## config.mk

```make
export PLATFORM = sky130hd
export DESIGN_NAME = egress_arbiter
export DESIGN_NICKNAME = d
export VERILOG_FILES = /design/src/rtl/egress_arbiter.sv
export SDC_FILE = /design/constraint.sdc
export NUM_CORES = 1
export LEC_CHECK = 0
export CAP_MARGIN = 20
export CORE_ASPECT_RATIO = 0.7
export CORE_MARGIN = 4
export CORE_UTILIZATION = 34
export DETAILED_ROUTE_END_ITERATION = 8
export PLACE_DENSITY = 0.76
export SLEW_MARGIN = 20
export SYNTH_ARGS = -nofsm -noshare
export SYNTH_HDL_FRONTEND = slang
export SYNTH_SLANG_ARGS = --single-unit
```

## constraint.sdc

```tcl
create_clock -name clk -period 1.8 [get_ports clk]
set_clock_uncertainty 0.15 [all_clocks]
set_input_delay 0.36 -clock clk [delete_from_list [all_inputs] [get_ports clk]]
set_output_delay 0.36 -clock clk [all_outputs]
set_load 0.005 [all_outputs]
```

## src/rtl/egress_arbiter.sv

```systemverilog
// Per-port egress arbiter: round-robin, frame-locked merge of tdest-tagged streams with a stall watchdog.
// Optional EGRESS_ARB_FRAME_CTR_EN adds saturating forwarded/aborted frame counters.
module egress_arbiter #(
    parameter int         NUM_INPUTS        = 4,
    parameter logic [1:0] PORT_ID           = 2'd0,
    parameter int         TIMEOUT_CTR_WIDTH = 3
) (
    input  logic                      clk,
    input  logic                      reset,
    input  logic [NUM_INPUTS-1:0]     ingress_tvalid,
    input  logic [16*NUM_INPUTS-1:0]  ingress_tdata,
    input  logic [2*NUM_INPUTS-1:0]   ingress_tdest,
    input  logic [NUM_INPUTS-1:0]     ingress_tlast,
    output logic [NUM_INPUTS-1:0]     ingress_tready,
    output logic                      egress_tvalid,
    output logic [15:0]               egress_tdata,
    output logic                      egress_tlast,
    output logic                      egress_tuser,
    input  logic                      egress_tready
`ifdef EGRESS_ARB_FRAME_CTR_EN
    ,
    output logic [15:0]               frames_fwd,
    output logic [7:0]                frames_abort
`endif
);

    // state   | meaning
    // IDLE    | no grant held; pick next requester after rr_ptr
    // FORWARD | granted input's beats move into the output register
    // DRAIN   | frame was aborted; discard granted input up to tlast
    typedef enum logic [1:0] {IDLE, FORWARD, DRAIN} state_t;

    localparam int GW = (NUM_INPUTS > 1) ? $clog2(NUM_INPUTS) : 1;
    localparam logic [TIMEOUT_CTR_WIDTH-1:0] STALL_ONE = TIMEOUT_CTR_WIDTH'(1);
    localparam logic [TIMEOUT_CTR_WIDTH-1:0] STALL_MAX = '1;
    localparam logic [TIMEOUT_CTR_WIDTH-1:0] STALL_PRE = STALL_MAX - STALL_ONE;

    state_t                       state;
    logic [GW-1:0]                grant;
    logic [GW-1:0]                rr_ptr;
    logic [GW-1:0]                next_grant;
    logic                         any_req;
    logic [TIMEOUT_CTR_WIDTH-1:0] stall_ctr;
    logic [NUM_INPUTS-1:0]        req;
    logic [15:0]                  in_data [NUM_INPUTS];
    logic                         accept_ok;

    assign accept_ok = !egress_tvalid || egress_tready;

    for (genvar g = 0; g < NUM_INPUTS; g++) begin : g_port
        assign in_data[g]        = ingress_tdata[16*g +: 16];
        assign req[g]            = ingress_tvalid[g] && (ingress_tdest[2*g +: 2] == PORT_ID);
        assign ingress_tready[g] = (grant == GW'(g)) &&
                                   ((state == FORWARD && accept_ok) || state == DRAIN);
    end

    // Descending scan so the nearest requester after rr_ptr is the last to assign.
    always_comb begin
        any_req    = 1'b0;
        next_grant = rr_ptr;
        for (int k = NUM_INPUTS; k >= 1; k--) begin
            if (req[GW'((int'(rr_ptr) + k) % NUM_INPUTS)]) begin
                any_req    = 1'b1;
                next_grant = GW'((int'(rr_ptr) + k) % NUM_INPUTS);
            end
        end
    end

    always_ff @(posedge clk or negedge reset) begin
        if (!reset) begin
            state         <= IDLE;
            grant         <= '0;
            rr_ptr        <= GW'(NUM_INPUTS - 1);
            stall_ctr     <= '0;
            egress_tvalid <= 1'b0;
            egress_tdata  <= '0;
            egress_tlast  <= 1'b0;
            egress_tuser  <= 1'b0;
`ifdef EGRESS_ARB_FRAME_CTR_EN
            frames_fwd    <= '0;
            frames_abort  <= '0;
`endif
        end else begin
            if (egress_tready) begin
                egress_tvalid <= 1'b0;
            end
            case (state)
                IDLE: begin
                    if (any_req) begin
                        grant <= next_grant;
                        state <= FORWARD;
                    end
                end
                FORWARD: begin
                    if (ingress_tvalid[grant] && accept_ok) begin
                        egress_tvalid <= 1'b1;
                        egress_tdata  <= in_data[grant];
                        egress_tlast  <= ingress_tlast[grant];
                        egress_tuser  <= 1'b0;
                        stall_ctr     <= '0;
                        if (ingress_tlast[grant]) begin
                            rr_ptr <= grant;
                            state  <= IDLE;
`ifdef EGRESS_ARB_FRAME_CTR_EN
                            if (frames_fwd != '1) frames_fwd <= frames_fwd + 16'd1;
`endif
                        end
                    end else if (!ingress_tvalid[grant]) begin
                        // The stalled cycle that brings the count to its maximum fires the abort.
                        if (stall_ctr >= STALL_PRE && accept_ok) begin
                            egress_tvalid <= 1'b1;
                            egress_tdata  <= '0;
                            egress_tlast  <= 1'b1;
                            egress_tuser  <= 1'b1;
                            stall_ctr     <= '0;
                            state         <= DRAIN;
`ifdef EGRESS_ARB_FRAME_CTR_EN
                            if (frames_abort != '1) frames_abort <= frames_abort + 8'd1;
`endif
                        end else if (stall_ctr != STALL_MAX) begin
                            stall_ctr <= stall_ctr + STALL_ONE;
                        end
                    end
                end
                DRAIN: begin
                    if (ingress_tvalid[grant] && ingress_tlast[grant]) begin
                        rr_ptr <= grant;
                        state  <= IDLE;
                    end
                end
                default: state <= IDLE;
            endcase
        end
    end

endmodule

```

==> results of run 1 <==
-- where the power goes --
| part | internal, mW | switching [mW] |
|---|---|---|
| clock | 0.197 | 0.202 |
| sequential | 0.935 | 0.226 |
| combinational | 1.73 | 1.18 |
-- routing by layer --
layer | part of all wire (%) | wire [um] | vias up | global-route usage (%)
li1 | - | - | 882 | -
met1 | 40 | 2410 | 907 | 21.0
met2 | 51 | 3070 | 62 | 32.5
met3 | 8.1 | 485 | 7 | 5.10
met4 | 0.88 | 53 | 0 | 3.24
met5 | 0 | 0 | - | 0
-- final cells by class --
cell class	count	share of cell area, %
timing repair buffer	141	39.4
multi-input combinational	110	32.9
sequential	28	20.9
inverter	23	2.57
tap	69	2.57
clock buffer	4	1.64
-- worst reg2reg max path, cell delays in order (launching register included) --
cell	delay (ns)
dfrtp_1	0.40
mux4_2	0.58
o211ai_1	0.32
buf_4	0.25
nand3_1	0.10
o21ai_1	0.08
-- sequential cells by signal (all words and copies together) (netlist names) --
register / flops
rr_ptr: 2
grant: 2
egress_tdata: 16
egress_tuser: 1
stall_ctr: 3
egress_tvalid: 1
state: 2
egress_tlast: 1
-- final timing paths --
kind | from | to | slack, ns | depth (start not counted)
max | state[1] | ingress_tready[0] | -0.19 | 6
min | reset | egress_tvalid | 0.30 | 2
max reg2reg | grant[0] | stall_ctr[2] | -0.14 | 5
min reg2reg | egress_tdata[2] | egress_tdata[2] | 0.35 | 2
max in group asynchronous | reset | rr_ptr[1] | 0.88 | 2
min in group clk | egress_tdata[2] | egress_tdata[2] | 0.35 | 2
-- stage by stage --
stage / utilization (%) / power [mW] / std cells / worst slack, ns / TNS, ns
6_report: 68.5 / 4.47 / 375 / -0.195 / -2.70
4_1_cts: 65.5 / 4.21 / 371 / -0.189 / -1.85
5_1_grt: 68.5 / 4.80 / 375 / -0.252 / -4.71
2_1_floorplan: - / 2.37 / 170 / -0.0287 / -0.0860
3_3_place_gp: 62.1 / 3.49 / 359 / -0.628 / -13.24
3_5_place_dp: 62.1 / 3.55 / 359 / -0.664 / -13.62
-- layout by cell type, fill, tap and decap left out, types with 2 or more instances in the layout --
cell type | netlist | layout
a2bb2oi_1 | 2 | 2
buf_4 | 0 | 30
or3_4 | 1 | 2
nand2b_4 | 0 | 3
ha_1 | 3 | 3
clkbuf_8 | 0 | 4
nand2_1 | 20 | 9
dfstp_2 | 2 | 2
dlygate4sd2_1 | 0 | 5
buf_2 | 4 | 3
clkdlybuf4s50_1 | 0 | 95
o21ai_0 | 21 | 3
inv_1 | 23 | 23
nor3b_2 | 0 | 5
nand3_1 | 4 | 2
mux4_2 | 18 | 18
buf_6 | 1 | 7
a21boi_2 | 0 | 2
nor2_1 | 4 | 4
o21ai_2 | 0 | 4
dfrtp_1 | 26 | 26
o21ai_1 | 3 | 17
a21oi_1 | 4 | 3
nand3_2 | 0 | 2
nand2_2 | 0 | 11
-- cell usage after synthesis --
master,count
a21oi_1,4
or3b_2,1
nand3_1,4
a21boi_0,1
and3_1,2
o21ai_0,21
clkbuf_1,4
o41ai_1,2
a2bb2oi_1,2
nor2b_1,3
nor2_1,4
nand2_1,20
or3_1,1
o21bai_1,1
dfstp_2,2
nand3b_1,1
mux4_2,18
dfrtp_1,26
o211ai_1,1
o21ai_1,3
buf_6,1
a21boi_1,1
o21a_1,1
mux2_2,2
nor3b_1,6
nand2b_1,4
inv_1,23
nor4bb_1,1
ha_1,3
buf_2,4
nor3_1,1
or3_4,1
a21o_1,1
-- logic make-up (layout without fill, tap and decap cells) --
kind of cell	Yosys count	after routing	share of synthesized area, %
buffers and inverters	32	168	7.44
and+or+nand+nor	49	49	14.6
adders and majority gates	3	3	2.11
muxes	20	20	24.0
DFF	28	28	39.5
AOI/OAI and AO/OA	38	38	12.4
-- timing repair --
item,CTS,global route
setup buffers,7,4
pin swaps,23,6
cloned,1,0
setup endpoints to repair,31,31
resized for setup,58,30
==> out/results.ini, run 1 <==
[critical_path]
cpMaxStageDelayCell = dfrtp_1
crit_required_ns = 1.29
cp-start-kind = register
critical_path_buf_inv_count = 3
crit_path_cell_trace = nand2b_4, o21ai_2, buf_6, buf_6, nor3b_2, buf_2
cp-end-kind = output pin
cp_common_cell = buf_6
cp.arrival_ns = 1.48
cp_max_fo = 4
cp_top_family = flip-flops
slowest_delay_ns = 0.41
critical_path_class = reg -> out

[final_layout]
regArea_um2 = 703
drive_above_1_share_pct = 33.3
design_area_um2 = 3360
multi_input_area_um2 = 1110
fin_nets = 393
area_delta_synth_final_pct = 88.8
n_antenna_cell = 0
fillers = 395

[synth]
synthCells = 170
syn-cell-area_um2 = 1780
ys_ff_latch = 28
synth_nets = 256
synthTopCellsByArea = dfrtp_1 (37%), mux4_2 (23%), o21ai_0 (5.9%)
ys_seq_area_share_pct = 39.5
yosysTopAreaCell = dfrtp_1
yosysWarningCount = 0
avgSynthCellArea_um2 = 10.5
yosysTopAreaCellShare_pct = 36.5
ys_types = 33

[clock_tree]
clock_latency_ns = 0.28
cts_tree = yes
clk_pin_slew_worst_paths_ns = 0.10
clkSinkCount = 28
cts_hold_buf = 0
htreeDepth = 1
clock_path_buffers = 2
ctsRootBufferMaster = clkbuf_8
cts_buffers = 3

[placed_design]
place.gp.congestion = 0.794
numPortBuffers = 105
placed_cell_area_um2 = 3050
dpl.hpwl_um = 4540

[worst_hold_path]
hp-class = in -> async

[global_route]
antenna_found_initial = 0
gr-total-overflow = 0
grt_pass1_vias = 1871
grtUsageTotal_pct = 17.6
grt_pass1_wl_um = 8680
grt_max_degree = 29

[timing]
rsz0062_at_grt = yes
setup_ws_ns = -0.195
slew-limit-headroom_pct = 74.8
whs_ns = 0.298
period_share_pct = 111
slew_violations = 0
worst_pin_slew_ns = 0.374
setup_viol = 28
fmax_ghz = 0.501
hold_violations = 0
min_period_ns = 1.99

[floorplan]
row_count = 21
initial_core_util_pct = 36.3
die_h_um = 68.6
core_region_area_um2 = 4910
io_pins = 106
die_width_um = 94.5
dieArea_um2 = 6480

[power_and_ir_drop]
p_leak_nw = 1.48
ir_worst_vdd_v = 0.000575
p_per_area_nw_per_um2 = 1330

[job]
max_cap_violations = 0

[status]
status = finished with violations
violations = setup timing

[drt]
ant_nets = 0
vias = 1858
post_drt_wl_per_cell_um = 16.0
routed_wl_um = 6020
first_pass_iters = 4
drt-initial-drc-count = 38
avgViaCountPerCell = 4.95
drc = 0

Power figures use the tool's default switching activity.
==> run 2: changes to the inputs <==
--- a/config.mk
+++ b/config.mk
@@ -6,11 +6,13 @@
 export NUM_CORES = 1
 export LEC_CHECK = 0
 export CAP_MARGIN = 20
+export CELL_PAD_IN_SITES_DETAIL_PLACEMENT = 1
+export CELL_PAD_IN_SITES_GLOBAL_PLACEMENT = 1
 export CORE_ASPECT_RATIO = 0.7
 export CORE_MARGIN = 4
-export CORE_UTILIZATION = 34
+export CORE_UTILIZATION = 24
 export DETAILED_ROUTE_END_ITERATION = 8
-export PLACE_DENSITY = 0.76
+export PLACE_DENSITY = 0.74
 export SLEW_MARGIN = 20
 export SYNTH_ARGS = -nofsm -noshare
 export SYNTH_HDL_FRONTEND = slang
==> run 2 against run 1 <==
The flow still finishes with violations (setup timing); final cell count up 7.7%; register-to-register slack better by 0.03 ns; die area is 37% higher; non-clock buffer count is 4 higher; sequential share of layout area decreased by 0.51 points; worst setup slack gained 0.088 ns; clock power is 1% lower; hold slack worse by 0.023 ns; largest cell class unchanged; critical path depth fell by 2; sequential power about the same; power rose by 3.8%; design area rose by 2.5%.
==> out/results.ini, run 2 (synthesized netlist as in run 1, its figures left out) <==
[critical_path]
crit_required_ns = 1.86  ; was 1.29 ns
crit_path_cell_trace = mux4_2, or3_4, a21o_1, o21ai_1  ; was nand2b_4, o21ai_2, buf_6, buf_6, nor3b_2, buf_2
cp-start-kind = register  ; unchanged
cp_max_fo = 5  ; was 4
cp-end-kind = register  ; was output pin
slowest_delay_ns = 0.60  ; was 0.41 ns
cp.arrival_ns = 1.96  ; was 1.48 ns
critical_path_class = reg -> reg  ; was reg -> out
cpMaxStageDelayCell = mux4_2  ; was dfrtp_1

[clock_tree]
clock_path_buffers = 2  ; unchanged
ctsRootBufferMaster = clkbuf_8  ; unchanged
clock_latency_ns = 0.28  ; about the same
clkSinkCount = 28  ; unchanged
cts_buffers = 3  ; unchanged
cts_hold_buf = 0  ; unchanged
cts_tree = yes  ; unchanged
clk_pin_slew_worst_paths_ns = 0.10  ; about the same
htreeDepth = 1  ; unchanged

[final_layout]
area_delta_synth_final_pct = 93.5  ; was 88.8%
final_util_pct = 49.4  ; was 68.5%
largestRegisters = egress_tdata: 16 flops, stall_ctr: 3 flops  ; unchanged
instances_no_fill = 404  ; was 375
layout_common_cells = clkdlybuf4s50_1 (95), buf_4 (29), dfrtp_1 (26)  ; was clkdlybuf4s50_1 (95), buf_4 (30), dfrtp_1 (26)
fin_nets = 397  ; was 393
layout_commonest_cell = clkdlybuf4s50_1  ; unchanged
design_area_um2 = 3450  ; was 3360 um^2
regMostFlops = egress_tdata  ; unchanged
largest_reg_flops = 16  ; unchanged
fillers = 768  ; was 395
drive_above_1_share_pct = 32.9  ; was 33.3%
n_antenna_cell = 0  ; unchanged

[drt]
post_drt_wl_per_cell_um = 16.4  ; was 16.0 um
ant_nets = 0  ; unchanged
avgViaCountPerCell = 4.63  ; was 4.95
drt-initial-drc-count = 50  ; was 38
routed_wl_um = 6640  ; was 6020 um
first_pass_iters = 4  ; unchanged
vias = 1870  ; was 1858
drc = 0  ; unchanged

[placed_design]
numPortBuffers = 105  ; unchanged
pre_cts_ws_ns = -0.731  ; was -0.664 ns
dp.cells = 388  ; was 359
place.gp.congestion = 0.848  ; was 0.794
placed_cell_area_um2 = 3130  ; was 3050 um^2
dpl.hpwl_um = 5330  ; was 4540 um

[timing]
min_period_ns = 1.91  ; was 1.99 ns
setup_ws_ns = -0.106  ; was -0.195 ns
fin_setup_tns_ns = -0.935  ; was -2.70 ns
rsz0062_at_grt = yes  ; unchanged
whs_ns = 0.275  ; was 0.298 ns
period_share_pct = 106  ; was 111%
slew_violations = 0  ; unchanged
hold_violations = 0  ; unchanged
fmax_ghz = 0.525  ; was 0.501 GHz
slew-limit-headroom_pct = 70.8  ; was 74.8%
setup_viol = 28  ; unchanged
worst_pin_slew_ns = 0.437  ; was 0.374 ns

[global_route]
grt_pass1_wl_um = 10400  ; was 8680 um
antenna_found_initial = 0  ; unchanged
grt_max_degree = 29  ; unchanged
grtUsageTotal_pct = 14.7  ; was 17.6%
gr-total-overflow = 0  ; unchanged
grt_pass1_vias = 2055  ; was 1871

[floorplan]
io_pins = 106  ; unchanged
die_width_um = 111  ; was 94.5 um
dieArea_um2 = 8890  ; was 6480 um^2
initial_core_util_pct = 25.5  ; was 36.3%
row_count = 25  ; was 21
die_h_um = 80.1  ; was 68.6 um
core_region_area_um2 = 6980  ; was 4910 um^2

[power_and_ir_drop]
internal-power_mw = 2.95  ; was 2.86 mW
switching_share_pct = 36.3  ; was 35.9%
seq_power_share_pct = 25.4  ; was 26.0%
switchingPower_mw = 1.68  ; was 1.60 mW
p_per_area_nw_per_um2 = 1340  ; was 1330 nW/um^2
total_power_mw = 4.64  ; was 4.47 mW
p_leak_nw = 1.51  ; was 1.48 nW
power_frac_comb_pct = 66.1  ; was 65.1%
p_clk_share_pct = 8.5  ; was 8.9%
ir_worst_vdd_v = 0.000494  ; was 0.000575 V

[status]
status = finished with violations  ; unchanged
violations = setup timing  ; unchanged

[job]
max_cap_violations = 0  ; unchanged

[worst_hold_path]
hp-class = in -> async  ; unchanged

[run 2: final timing paths]
path / from / end / slack (ns) / cells after the start
worst max-delay path: grant[0] / stall_ctr[2] / -0.11 / 4
worst min-delay path: reset / egress_tlast / 0.28 / 2
worst max register to register: grant[0] / stall_ctr[2] / -0.11 / 4
worst min register to register: egress_tdata[1] / egress_tdata[1] / 0.34 / 2
max in group asynchronous: reset / rr_ptr[1] / 0.97 / 2
min in group clk: egress_tdata[1] / egress_tdata[1] / 0.34 / 2
[run 2: layout make-up]
class | instances | area [um^2] | area share, %
Timing Repair Buffer | 145 | 1380 | 39.9
Sequential cell | 28 | 703 | 20.4
Inverter | 23 | 86.3 | 2.50
Tap cell | 94 | 118 | 3.41
Clock buffer | 4 | 55.1 | 1.60
Multi-Input combinational cell | 110 | 1110 | 32.1
[run 2: critical path, delay by kind of cell, from the launching register on]
| kind | cells | cell delay [ns] |
|---|---|---|
| AO/OA/AOI/OAI | 2 | 0.34 |
| AND/OR/NAND/NOR | 1 | 0.36 |
| multiplexers | 1 | 0.60 |
| flip-flops | 1 | 0.39 |
[run 2: power groups by stage]
stage,logic [mW],clock network [mW],registers (mW)
after detailed placement,2.54,0,1.16
final,3.06,0.395,1.18
after global routing,3.37,0.435,1.22
after CTS,2.87,0.414,1.16
after floorplan,1.26,0,1.12
after global placement,2.47,0,1.14
[run 2: what timing repair did]
item | 4_1_cts | 5_1_grt
cloned | 2 | 0
gates resized for setup | 58 | 34
buffers inserted | 7 | 5
setup endpoints to repair | 31 | 32
endpoints found under the hold margin | 0 | 0
pin swaps | 18 | 12
[run 2: routing by layer]
layer | vias to the layer above | GRT usage [%] | part of all wire (%)
met5 | - | 0 | 0
met4 | 0 | 1.85 | 0.41
met3 | 2 | 4.52 | 6.4
met2 | 63 | 26.0 | 50
met1 | 918 | 18.5 | 43
li1 | 887 | - | -
==> run 3: changes to the inputs <==
--- a/config.mk
+++ b/config.mk
@@ -6,13 +6,11 @@
 export NUM_CORES = 1
 export LEC_CHECK = 0
 export CAP_MARGIN = 20
-export CELL_PAD_IN_SITES_DETAIL_PLACEMENT = 1
-export CELL_PAD_IN_SITES_GLOBAL_PLACEMENT = 1
 export CORE_ASPECT_RATIO = 0.7
 export CORE_MARGIN = 4
-export CORE_UTILIZATION = 24
+export CORE_UTILIZATION = 34
 export DETAILED_ROUTE_END_ITERATION = 8
-export PLACE_DENSITY = 0.74
+export PLACE_DENSITY = 0.76
 export SLEW_MARGIN = 20
 export SYNTH_ARGS = -nofsm -noshare
 export SYNTH_HDL_FRONTEND = slang
==> results of run 3 <==
Final layout, timing and power as in run 1 (identical DEF).
